--- src/rtl/spi_mem_ctrl.sv ---
`default_nettype none
// ============================================================================
// Module   : spi_mem_ctrl
// Brief    : SPI slave front-end for the 256x8 command memory. Deserialises
//            10-bit command words and serialises read-data bytes on MISO.
// Revision : 1.0 - initial release
// ============================================================================
module spi_mem_ctrl #(
    parameter int DATA_WIDTH = 8,
    parameter int CNT_WIDTH  = 4
) (
    input  logic                  clk,
    input  logic                  rst_n,
    input  logic                  ss_n,
    input  logic                  mosi,
    output logic                  miso,
    output logic [DATA_WIDTH+1:0] rx_data,
    output logic                  rx_valid,
    input  logic [DATA_WIDTH-1:0] tx_data,
    input  logic                  tx_valid
);
    localparam int                   c_word_w    = DATA_WIDTH + 2;
    localparam logic [CNT_WIDTH-1:0] c_word_bits = CNT_WIDTH'(c_word_w);
    localparam logic [CNT_WIDTH-1:0] c_last_bit  = CNT_WIDTH'(c_word_w - 1);
    localparam logic [CNT_WIDTH-1:0] c_tx_rest   = CNT_WIDTH'(DATA_WIDTH - 1);

    typedef enum logic [2:0] {
        IDLE      = 3'd0,
        CHK_CMD   = 3'd1,
        WRITE     = 3'd2,
        READ_ADD  = 3'd3,
        READ_DATA = 3'd4
    } state_t;

    state_t                state_q, state_d;
    logic [CNT_WIDTH-1:0]  cnt_q, cnt_d;
    logic [CNT_WIDTH-1:0]  tx_cnt_q, tx_cnt_d;
    logic                  tx_used_q, tx_used_d;
    logic [c_word_w-1:0]   shift_q, shift_d;
    logic [c_word_w-1:0]   rx_data_q, rx_data_d;
    logic                  rx_valid_q, rx_valid_d;
    logic                  miso_q, miso_d;
    logic                  rd_addr_pending_q, rd_addr_pending_d;

    always_comb begin
        state_d           = state_q;
        cnt_d             = cnt_q;
        tx_cnt_d          = tx_cnt_q;
        tx_used_d         = tx_used_q;
        shift_d           = shift_q;
        rx_data_d         = rx_data_q;
        rx_valid_d        = 1'b0;
        miso_d            = 1'b0;
        rd_addr_pending_d = rd_addr_pending_q;

        // The pending-address flag follows the completed word's opcode, not the state.
        if (rx_valid_q) begin
            case (rx_data_q[c_word_w-1:c_word_w-2])
                2'b10:   rd_addr_pending_d = 1'b1;
                2'b11:   rd_addr_pending_d = 1'b0;
                default: rd_addr_pending_d = rd_addr_pending_q;
            endcase
        end

        case (state_q)
            IDLE: begin
                cnt_d     = '0;
                tx_cnt_d  = '0;
                tx_used_d = 1'b0;
                if (!ss_n) begin
                    state_d = CHK_CMD;
                end
            end
            CHK_CMD, WRITE, READ_ADD, READ_DATA: begin
                if (ss_n) begin
                    state_d   = IDLE;
                    cnt_d     = '0;
                    tx_cnt_d  = '0;
                    tx_used_d = 1'b0;
                end else if (state_q == CHK_CMD) begin
                    shift_d = {shift_q[c_word_w-2:0], mosi};
                    cnt_d   = CNT_WIDTH'(1);
                    if (!mosi) begin
                        state_d = WRITE;
                    end else if (rd_addr_pending_q) begin
                        state_d = READ_DATA;
                    end else begin
                        state_d = READ_ADD;
                    end
                end else if (cnt_q != c_word_bits) begin
                    shift_d = {shift_q[c_word_w-2:0], mosi};
                    cnt_d   = cnt_q + CNT_WIDTH'(1);
                    if (cnt_q == c_last_bit) begin
                        rx_valid_d = 1'b1;
                        rx_data_d  = {shift_q[c_word_w-2:0], mosi};
                    end
                end else if (state_q == READ_DATA) begin
                    // Only the first tx_valid after the word is accepted per frame.
                    if (!tx_used_q) begin
                        if (tx_valid) begin
                            tx_used_d = 1'b1;
                            miso_d    = tx_data[DATA_WIDTH-1];
                            shift_d   = {tx_data[DATA_WIDTH-2:0], 3'b000};
                            tx_cnt_d  = c_tx_rest;
                        end
                    end else if (tx_cnt_q != '0) begin
                        miso_d   = shift_q[c_word_w-1];
                        shift_d  = {shift_q[c_word_w-2:0], 1'b0};
                        tx_cnt_d = tx_cnt_q - CNT_WIDTH'(1);
                    end
                end
            end
            default: begin
                state_d = IDLE;
            end
        endcase
    end

    always_ff @(posedge clk) begin
        if (!rst_n) begin
            state_q           <= IDLE;
            cnt_q             <= '0;
            tx_cnt_q          <= '0;
            tx_used_q         <= 1'b0;
            shift_q           <= '0;
            rx_data_q         <= '0;
            rx_valid_q        <= 1'b0;
            miso_q            <= 1'b0;
            rd_addr_pending_q <= 1'b0;
        end else begin
            state_q           <= state_d;
            cnt_q             <= cnt_d;
            tx_cnt_q          <= tx_cnt_d;
            tx_used_q         <= tx_used_d;
            shift_q           <= shift_d;
            rx_data_q         <= rx_data_d;
            rx_valid_q        <= rx_valid_d;
            miso_q            <= miso_d;
            rd_addr_pending_q <= rd_addr_pending_d;
        end
    end

    assign miso     = miso_q;
    assign rx_data  = rx_data_q;
    assign rx_valid = rx_valid_q;

endmodule
`default_nettype wire

--- config.mk ---
export PLATFORM = sky130hd
export DESIGN_NAME = spi_mem_ctrl
export DESIGN_NICKNAME = d
export VERILOG_FILES = /design/src/rtl/spi_mem_ctrl.sv
export SDC_FILE = /design/constraint.sdc
export NUM_CORES = 1
export LEC_CHECK = 0
export BUFFER_PORTS_ARGS = -buffer_cell sky130_fd_sc_hd__clkbuf_2
export CORE_MARGIN = 3
export CORE_UTILIZATION = 57
export DETAILED_ROUTE_END_ITERATION = 10
export GPL_TIMING_DRIVEN = 0
export PLACE_DENSITY_LB_ADDON = 0.05
export SLEW_MARGIN = 20
export SYNTH_ARGS = -nofsm -noshare
export SYNTH_HDL_FRONTEND = slang
export SYNTH_SLANG_ARGS = --single-unit
--- constraint.sdc ---
create_clock -name clk -period 2.4 [get_ports clk]
set_input_delay 0.12 -clock clk [delete_from_list [all_inputs] [get_ports clk]]
set_output_delay 0.12 -clock clk [all_outputs]
set_load 0.1 [all_outputs]
# Yosys cells after proc, flatten, opt, wreduce, memory -nomap -nowiden
# Index checks and enable logic that the tools add are counted.
# Widths: inputs -> output; s select.
dict set report totals {
  ff_bits 35
  latchBits 0
  mem_bits_rw 0
  rom_bits 0
  in_bits 13
  out_inout_bits 12
  word_cells 86
  n_memories 0
}
dict set report classes {
  add_sub_neg 2
  n_mul 0
  n_div 0
  magnitude_cmp 0
  eq_ne 17
  shifts 0
  muxes 36
  n_bitwise 6
  reduce_logical 16
}
# operator n
set ops {}
lappend ops {{$mux 10} 6}
lappend ops {{$mux 4} 10}
lappend ops {{$ne 4x4->1 const B} 4}
lappend ops {{$pmux 4 s2} 2}
lappend ops {{$mux 3} 5}
lappend ops {{$ne 3x3->1 const B} 4}
lappend ops {{$mux 1} 10}
lappend ops {{$reduce_and 5->1} 2}
lappend ops {{$reduce_bool 4->1} 2}
lappend ops {{$eq 3x2->1 const B} 2}
lappend ops {{$not 1->1} 6}
lappend ops {{$pmux 3 s2} 1}
lappend ops {{$reduce_and 2->1} 3}
lappend ops {{$reduce_and 6->1} 1}
lappend ops {{$reduce_or 6->1} 1}
lappend ops {{$reduce_or 5->1} 1}
lappend ops {{$add 4x1->4 const B} 1}
lappend ops {{$eq 2x2->1 const B} 2}
lappend ops {{$eq 4x4->1 const B} 1}
lappend ops {{$ne 4x1->1 const B} 1}
lappend ops {{$pmux 1 s2} 2}
lappend ops {{$reduce_and 4->1} 1}
lappend ops {{$reduce_bool 2->1} 2}
lappend ops {{$reduce_or 4->1} 1}
lappend ops {{other kinds (6)} 6}

# Longest topological paths before layout
# Gate-level depths: netlist of run 1.
dict set report depth {
  depth_word 8
  ltp_mapped 7
  ltp_nobuf 6
}

# Worst setup path after synthesis of run 1
# Ideal clock, no wire load.
dict set report synth_timing {
  path_kind {reg-to-reg}
  start {register tx_cnt_q[0]}
  end {register tx_cnt_q[2]}
  setup_ps 123
  arrival_time_ps 1598
  required_time_ps 2277
  setup_slack_ps 679
  stages_incl_launch_ff 7
  n_path_buf 0
  path_cell_list {dfxtp_1 -> inv_1 -> ha_1 -> and4bb_2 -> or4_4 -> a22oi_1 -> a211oi_1}
}
dict set report synth_between {
  elab_chain_cells 8
  elab_cells_between_ends 11
  classes_between {add/sub: 1; eq/ne: 1; mux: 7; reduce/logical: 2}
}
# item line
set synth_rtl {}
lappend synth_rtl {{start, declared} 37} ;# logic [CNT_WIDTH-1:0] tx_cnt_q, tx_cnt_d;
lappend synth_rtl {{start signal, assigned} 133} ;# tx_cnt_q <= tx_cnt_d;
lappend synth_rtl {{$sub 4x1->4} 109} ;# tx_cnt_d = tx_cnt_q - CNT_WIDTH'(1);
lappend synth_rtl {{$mux 4} 106} ;# end else if (tx_cnt_q != '0) begin
lappend synth_rtl {{$mux 4} 99} ;# if (!tx_used_q) begin
lappend synth_rtl {{$mux 4} 97} ;# end else if (state_q == READ_DATA) begin
lappend synth_rtl {{$mux 4} 90} ;# end else if (cnt_q != c_word_bits) begin
lappend synth_rtl {{$mux 4} 80} ;# end else if (state_q == CHK_CMD) begin
lappend synth_rtl {{$mux 4} 75} ;# if (ss_n) begin
lappend synth_rtl {{$pmux 4 s2} 65} ;# case (state_q)
# Parallel ways exist; a longest one is shown, timed or not. The select of a mux whose other input is x is not followed.
# A chain may end at the register's enable or synchronous reset.

# Final worst setup path of run 1
dict set report layout_timing {
  start {register cnt_q[0]}
  end {register shift_q[5]}
}
dict set report layout_between {
  elab_chain_cells 3
  elab_cells_between_ends 7
  classes_between {eq/ne: 2; mux: 2; reduce/logical: 3}
}
# item line
set layout_rtl {}
lappend layout_rtl {{start, declared} 36} ;# logic [CNT_WIDTH-1:0] cnt_q, cnt_d;
lappend layout_rtl {{start signal, assigned} 132} ;# cnt_q <= cnt_d;
lappend layout_rtl {{$ne 4x4->1 *} 90}
lappend layout_rtl {{$ne 4x1->1 (no source line), or another cell as far along} n/a}
lappend layout_rtl {{$reduce_and 5->1 (no source line) / $mux 10 (equally long branches)} n/a}
lappend layout_rtl {{end signal, assigned} 135} ;# shift_q <= shift_d;
lappend layout_rtl {{end, declared} 39} ;# logic [c_word_w-1:0] shift_q, shift_d;
# Every way passes the cells marked *; elsewhere a longest branch is shown, timed or not.

==> results.yml, run 1 <==
outcome:
  status: "completed"
global_route:
  overflow: 0
  grt_first_pass_wirelength_um: 8204
  track_usage_pct: 25.06
  grt_start_max_net_pins: 12
  antenna_found_initial: 0
  grt_pass1_vias: 1776
timing:
  final_max_slew_viol_count: 0
  max_freq_ghz: 0.4740
  hold_ws_ns: 0.07703
  min_period_ns: 2.110
  grt_setup_unrepaired: "false"
  worst_slew_pin_slew_ns: 0.7351
  skew_ns: 0.01436
  fin_setup_tns_ns: 0
  max_slew_margin_pct: 50.89
  setup_viol: 0
  period_share_pct: 87.90
  finalHoldViolCount: 0
routing:
  drt-total-wl_um: 4708
  firstDrtPassIters: 4
  wl_per_cell_um: 15.09
  dr_total_vias: 1909
  drtAntennaViolNets: 0
  drtIter0Drc: 186
  drc: 0
  vias_per_cell: 6.119
clock_tree:
  clkSlewWorstSetupHoldPaths_ns: 0.12
  clockBufferDepth: 2
  h-tree-depth: 2
  cts_resized: 0
  ctsHoldBuffers: 0
  cts_tree: "yes"
  clock_sinks: 35
  post_cts_buffers: 0
  numCtsBuffers: 5
  cts_root_buf: "clkbuf_4"
  worstSkewPairLatency_ns: 0.35
finish:
  fillCellCount: 280
  seq_area_um2: 700.7
  syn2layout_area_growth_pct: 11.81
  final_area_um2: 2168
  n_antenna_cell: 0
  drive_above_1_share_pct: 16.04
  nNetsFinal: 285
  multi_input_area_um2: 1117
setup_path:
  critPathLaunchType: "register"
  required_ns: 2.67
  critical_path.top_delay_family: "compound AO/OA/AOI/OAI gates"
  critPathArrivalTime_ns: 2.38
  critical_path.max_stage_delay_ns: 0.62
  path_cells: "inv_1 -> ha_1 -> and3b_1 -> o21ai_0 -> a211oi_1 -> mux2i_1"
  worstPathMaxFanout: 7
  cp_num_buf_inv: 1
  end_kind: "register"
  crit_type: "register to register"
  cp_slowest_cell: "a211oi_1"
synthesis:
  synth_edf_count: 0
  synth.yosys.warnings: 0
  ys_seq_elements: 35
  synth_top_cell_by_area: "dfxtp_1"
  yosysTopAreaCellShare_pct: 36.13
  synth.cell_area_um2: 1939
  synth.area.top_cells: "dfxtp_1 36%, o21ai_0 7.2%, nand2_1 5.8%, mux2i_1 5.2%, nand3_1 4.4%"
  syn_nets: 254
  yosysSeqAreaShare_pct: 36.13
  synth_cell_types: 47
  synth_flop_cell: "dfxtp_1"
  synthArstFlopShare_pct: 0
  syn_avg_cell_area_um2: 8.218
  synthCells: 236
floorplan:
  die_w_um: 64.33
  dieHeight_um: 64.33
  floorplan.initialDensity_pct: 61.51
  fp-row-count: 20
  die_area_um2: 4138
  core_area_um2: 3153
  ios: 25
placement:
  dp_hpwl_um: 3321
  place_area_um2: 2115
  io_buffer_count: 24
  place_congestion: 0.8363
pwr:
  vdd_drop_max_uv: 479.1
  powerDensity_nw_per_um2: 470.1
  leakagePower_nw: 0.7677
flow_run:
  max-cap-violations: 0
min_path:
  hp-class: "input pin to register"
[cell usage in the layout (no fill, tap or decap), drive strengths merged, types with 6 or more instances in the layout]
cell type  instances
dfxtp             35
a21oi              8
mux2i             10
buf                7
nand2             30
a211oi             6
nor4b              7
o21ai             28
o31a               7
nand3             17
inv               11
clkbuf            41
nor3               6
[sequential cells by signal (all words and copies together) (netlist names)]
| register | count |
|---|---|
| miso | 1 |
| cnt_q | 4 |
| rd_addr_pending_q | 1 |
| state_q | 3 |
| tx_cnt_q | 4 |
| tx_used_q | 1 |
| rx_data | 10 |
| shift_q | 10 |
| rx_valid | 1 |
[final timing paths]
| kind | start | to | slack [ns] | cells past startpoint |
|---|---|---|---|---|
| max reg2reg | cnt_q[0] | shift_q[5] | 0.29 | 6 |
| min reg2reg | rx_data[6] | rx_data[6] | 0.47 | 2 |
| max | cnt_q[0] | shift_q[5] | 0.29 | 6 |
| min | rst_n | state_q[1] | 0.08 | 3 |
[power breakdown]
group / switching [W] / total, W / internal, W
Clock: 0.000210 / 0.000323 / 0.000113
Combinational: 0.0000668 / 0.000103 / 0.0000360
Sequential: 0.00000697 / 0.000594 / 0.000587
Total: 0.000284 / 0.00102 / 0.000736
[through the flow]
stage / instances / power [W] / worst slack (ns) / utilization [%]
floorplan: 236 / 0.0006734 / 0.6789 / -
global placement: 304 / 0.0007061 / 0.3867 / 67.06
detailed placement: 304 / 0.0007075 / 0.3532 / 67.06
CTS: 312 / 0.001025 / 0.3430 / 68.77
global route: 312 / 0.001068 / 0.1161 / 68.77
finish: 312 / 0.001019 / 0.2905 / 68.77
[final cells by class]
cell class                      instances  share of cell area, %
Buffer                                 18                  3.693
Clock buffer                            6                  1.904
Clock inverter                          2                 0.5770
Inverter                               11                  1.904
Multi-Input combinational cell        172                  51.53
Sequential cell                        35                  32.31
Tap cell                               44                  2.539
Timing Repair Buffer                   24                  5.540
[cell families after synthesis]
kind of cell	synth area share, %
AND/OR/NAND/NOR	24.45
buffers and inverters	6.258
adder cells (fa/ha/maj)	4.258
AO/OA/AOI/OAI	23.74
multiplexers	5.161
flip-flops	36.13
[layer usage]
metal	wire length [um]	up-vias	part of all wire [%]	global-route usage (%)
met2	2175	59	46	39.43
met5	0	-	0	0
li1	-	938	-	-
met4	96	0	2.0	11.08
met1	2188	897	46	32.00
met3	247	15	5.2	6.678
[synthesized netlist by cell type (all sizes together), types with 2 or more instances]
master	number
a2111oi	4
dfxtp	35
nor3	6
maj3	2
and2	2
a211oi	6
nand3b	3
a21oi	8
o22ai	3
or3	2
ha	5
buf	7
o31a	7
nor4	4
a31oi	4
inv	11
nand3	17
nor2	5
nor4b	7
mux2i	10
o21ai	28
clkbuf	11
nand2	30
[worst register-to-register path: cells and delay by family, from the launching register on]
family,cells,cell delay (ns)
buffers and inverters,1,0.15
DFF,1,0.41
muxes,1,0.25
adders and majority gates,1,0.19
and+or+nand+nor,1,0.27
AOI/OAI and AO/OA,2,0.78
(Power assumes the default switching activity.)
==> run 2: changes to the inputs <==
--- a/config.mk
+++ b/config.mk
@@ -7,10 +7,12 @@
 export LEC_CHECK = 0
 export BUFFER_PORTS_ARGS = -buffer_cell sky130_fd_sc_hd__clkbuf_2
 export CORE_MARGIN = 3
-export CORE_UTILIZATION = 57
+export CORE_UTILIZATION = 59
+export CTS_BUF_LIST = sky130_fd_sc_hd__clkbuf_2 sky130_fd_sc_hd__clkbuf_4 sky130_fd_sc_hd__clkbuf_8
 export DETAILED_ROUTE_END_ITERATION = 10
 export GPL_TIMING_DRIVEN = 0
 export PLACE_DENSITY_LB_ADDON = 0.05
+export SKIP_LAST_GASP = 1
 export SLEW_MARGIN = 20
 export SYNTH_ARGS = -nofsm -noshare
 export SYNTH_HDL_FRONTEND = slang
==> results.yml, run 2 (synthesis results as in run 1) <==
outcome:
  status: "completed"
setup_path:
  worstPathMaxFanout: 10
  reg2reg_setup_slack_ns: 0.28
  critPathArrivalTime_ns: 2.34
  required_ns: 2.62
  worstRegToRegCells: 7
  critPathLaunchType: "register"
  reg2reg_to: "cnt_q[3]"
  r2r_start: "cnt_q[0]"
  crit_type: "register to register"
  end_kind: "register"
routing:
  wl_per_cell_um: 14.44
  drtAntennaViolNets: 0
  dr_total_vias: 1897
  vias_per_cell: 6.080
  drtIter0Drc: 251
  drt-total-wl_um: 4505
  firstDrtPassIters: 5
  drc: 0
floorplan:
  die_w_um: 63.33
  fp-row-count: 20
  floorplan.initialDensity_pct: 62.50
  dieHeight_um: 63.33
  die_area_um2: 4011
  core_area_um2: 3103
  ios: 25
pwr:
  vdd_drop_max_uv: 421.2
  powerDensity_nw_per_um2: 471.4
  leakagePower_nw: 0.7711
clock_tree:
  ctsHoldBuffers: 0
  clkSlewWorstSetupHoldPaths_ns: 0.11
  cts_resized: 0
  post_cts_buffers: 0
  cts_tree: "yes"
  worstSkewPairLatency_ns: 0.35
  clock_sinks: 35
  numCtsBuffers: 5
  clockBufferDepth: 2
  h-tree-depth: 2
  cts_root_buf: "clkbuf_4"
finish:
  n_antenna_cell: 0
  syn2layout_area_growth_pct: 12.00
  nNetsFinal: 285
  final_common_cell: "dfxtp_1"
  drive_above_1_share_pct: 16.42
  fillCellCount: 261
  layout_common_cells: "35 x dfxtp_1, 30 x nand2_1, 28 x o21ai_0"
timing:
  grt_setup_unrepaired: "false"
  max_freq_ghz: 0.4726
  fin_setup_tns_ns: 0
  period_share_pct: 88.17
  finalHoldViolCount: 0
  fin_ws_ns: 0.2838
  setup_viol: 0
  max_slew_margin_pct: 52.74
  final_max_slew_viol_count: 0
  min_period_ns: 2.116
  skew_ns: 0.005178
  worst_slew_pin_slew_ns: 0.7074
global_route:
  grt_start_max_net_pins: 12
  antenna_found_initial: 0
  overflow: 0
  grt_pass1_vias: 1780
  track_usage_pct: 23.80
  grt_first_pass_wirelength_um: 7866
min_path:
  hold_depth: 3
  hp-class: "input pin to register"
  whs_endpoint: "rx_data[0]"
  hp-start: "mosi"
flow_run:
  max-cap-violations: 0
placement:
  place_congestion: 0.8531
  io_buffer_count: 24
  preCtsSetupSlack_ns: 0.3418
  dp_hpwl_um: 3230
-- run 2: cell counts in the layout (fill, tap and decap cells not counted) --
No cell type changed its count.
-- run 2: critical path, stage by stage (launching register included) --
cell and delay, ns:
dfxtp_1 0.49, inv_1 0.15, ha_1 0.24, nand3b_1 0.20
buf_1 0.40, o22ai_1 0.18, o21ai_0 0.18, a311oi_1 0.15
-- run 2: cell type report --
type	instances	area, um2	share of cell area, %
clock buffer	6	45.04	2.074
clock inverter	2	12.51	0.5760
tap	44	55.05	2.535
sequential	35	700.7	32.26
inverter	11	41.29	1.901
multi-input combinational	172	1117	51.44
timing repair buffer	24	120.1	5.530
buffer	18	80.08	3.687
-- run 2: stage by stage --
stage	hold slack [ns]	instance area [um2]	utilization (%)	total power, W	cells
floorplan	0.2504	1939	-	0.0006734	236
global placement	0.4350	2115	68.15	0.0007053	304
detailed placement	0.4195	2115	68.15	0.0007061	304
CTS	0.06941	2172	70.00	0.001025	312
global route	0.1008	2172	70.00	0.001056	312
finish	0.06255	2172	70.00	0.001024	312
-- run 2: where the power goes --
group	internal, W	leakage (nW)	switching (W)
Combinational	0.0000361	0.457	0.0000659
Clock	0.000124	0.0317	0.000204
Sequential	0.000587	0.283	0.00000704
-- run 2: worst max-delay path by stage --
stage / startpoint / slack [ns] / end
5_1_grt: cnt_q[0] / 0.13 / cnt_q[1]
6_report: cnt_q[0] / 0.28 / cnt_q[3]
4_1_cts: cnt_q[0] / 0.33 / cnt_q[1]
2_1_floorplan: tx_cnt_q[0] / 0.68 / tx_cnt_q[2]
3_5_place_dp: cnt_q[0] / 0.34 / shift_q[6]
3_3_place_gp: cnt_q[0] / 0.37 / shift_q[7]
-- run 2: routing by layer --
metal	track usage, %	up-vias	share of wire [%]	routed length [um]
met3	4.813	11	5.9	266
met2	38.98	73	46	2072
li1	-	937	-	-
met5	0	-	0	0
met4	8.356	0	1.6	72
met1	30.94	876	46	2093
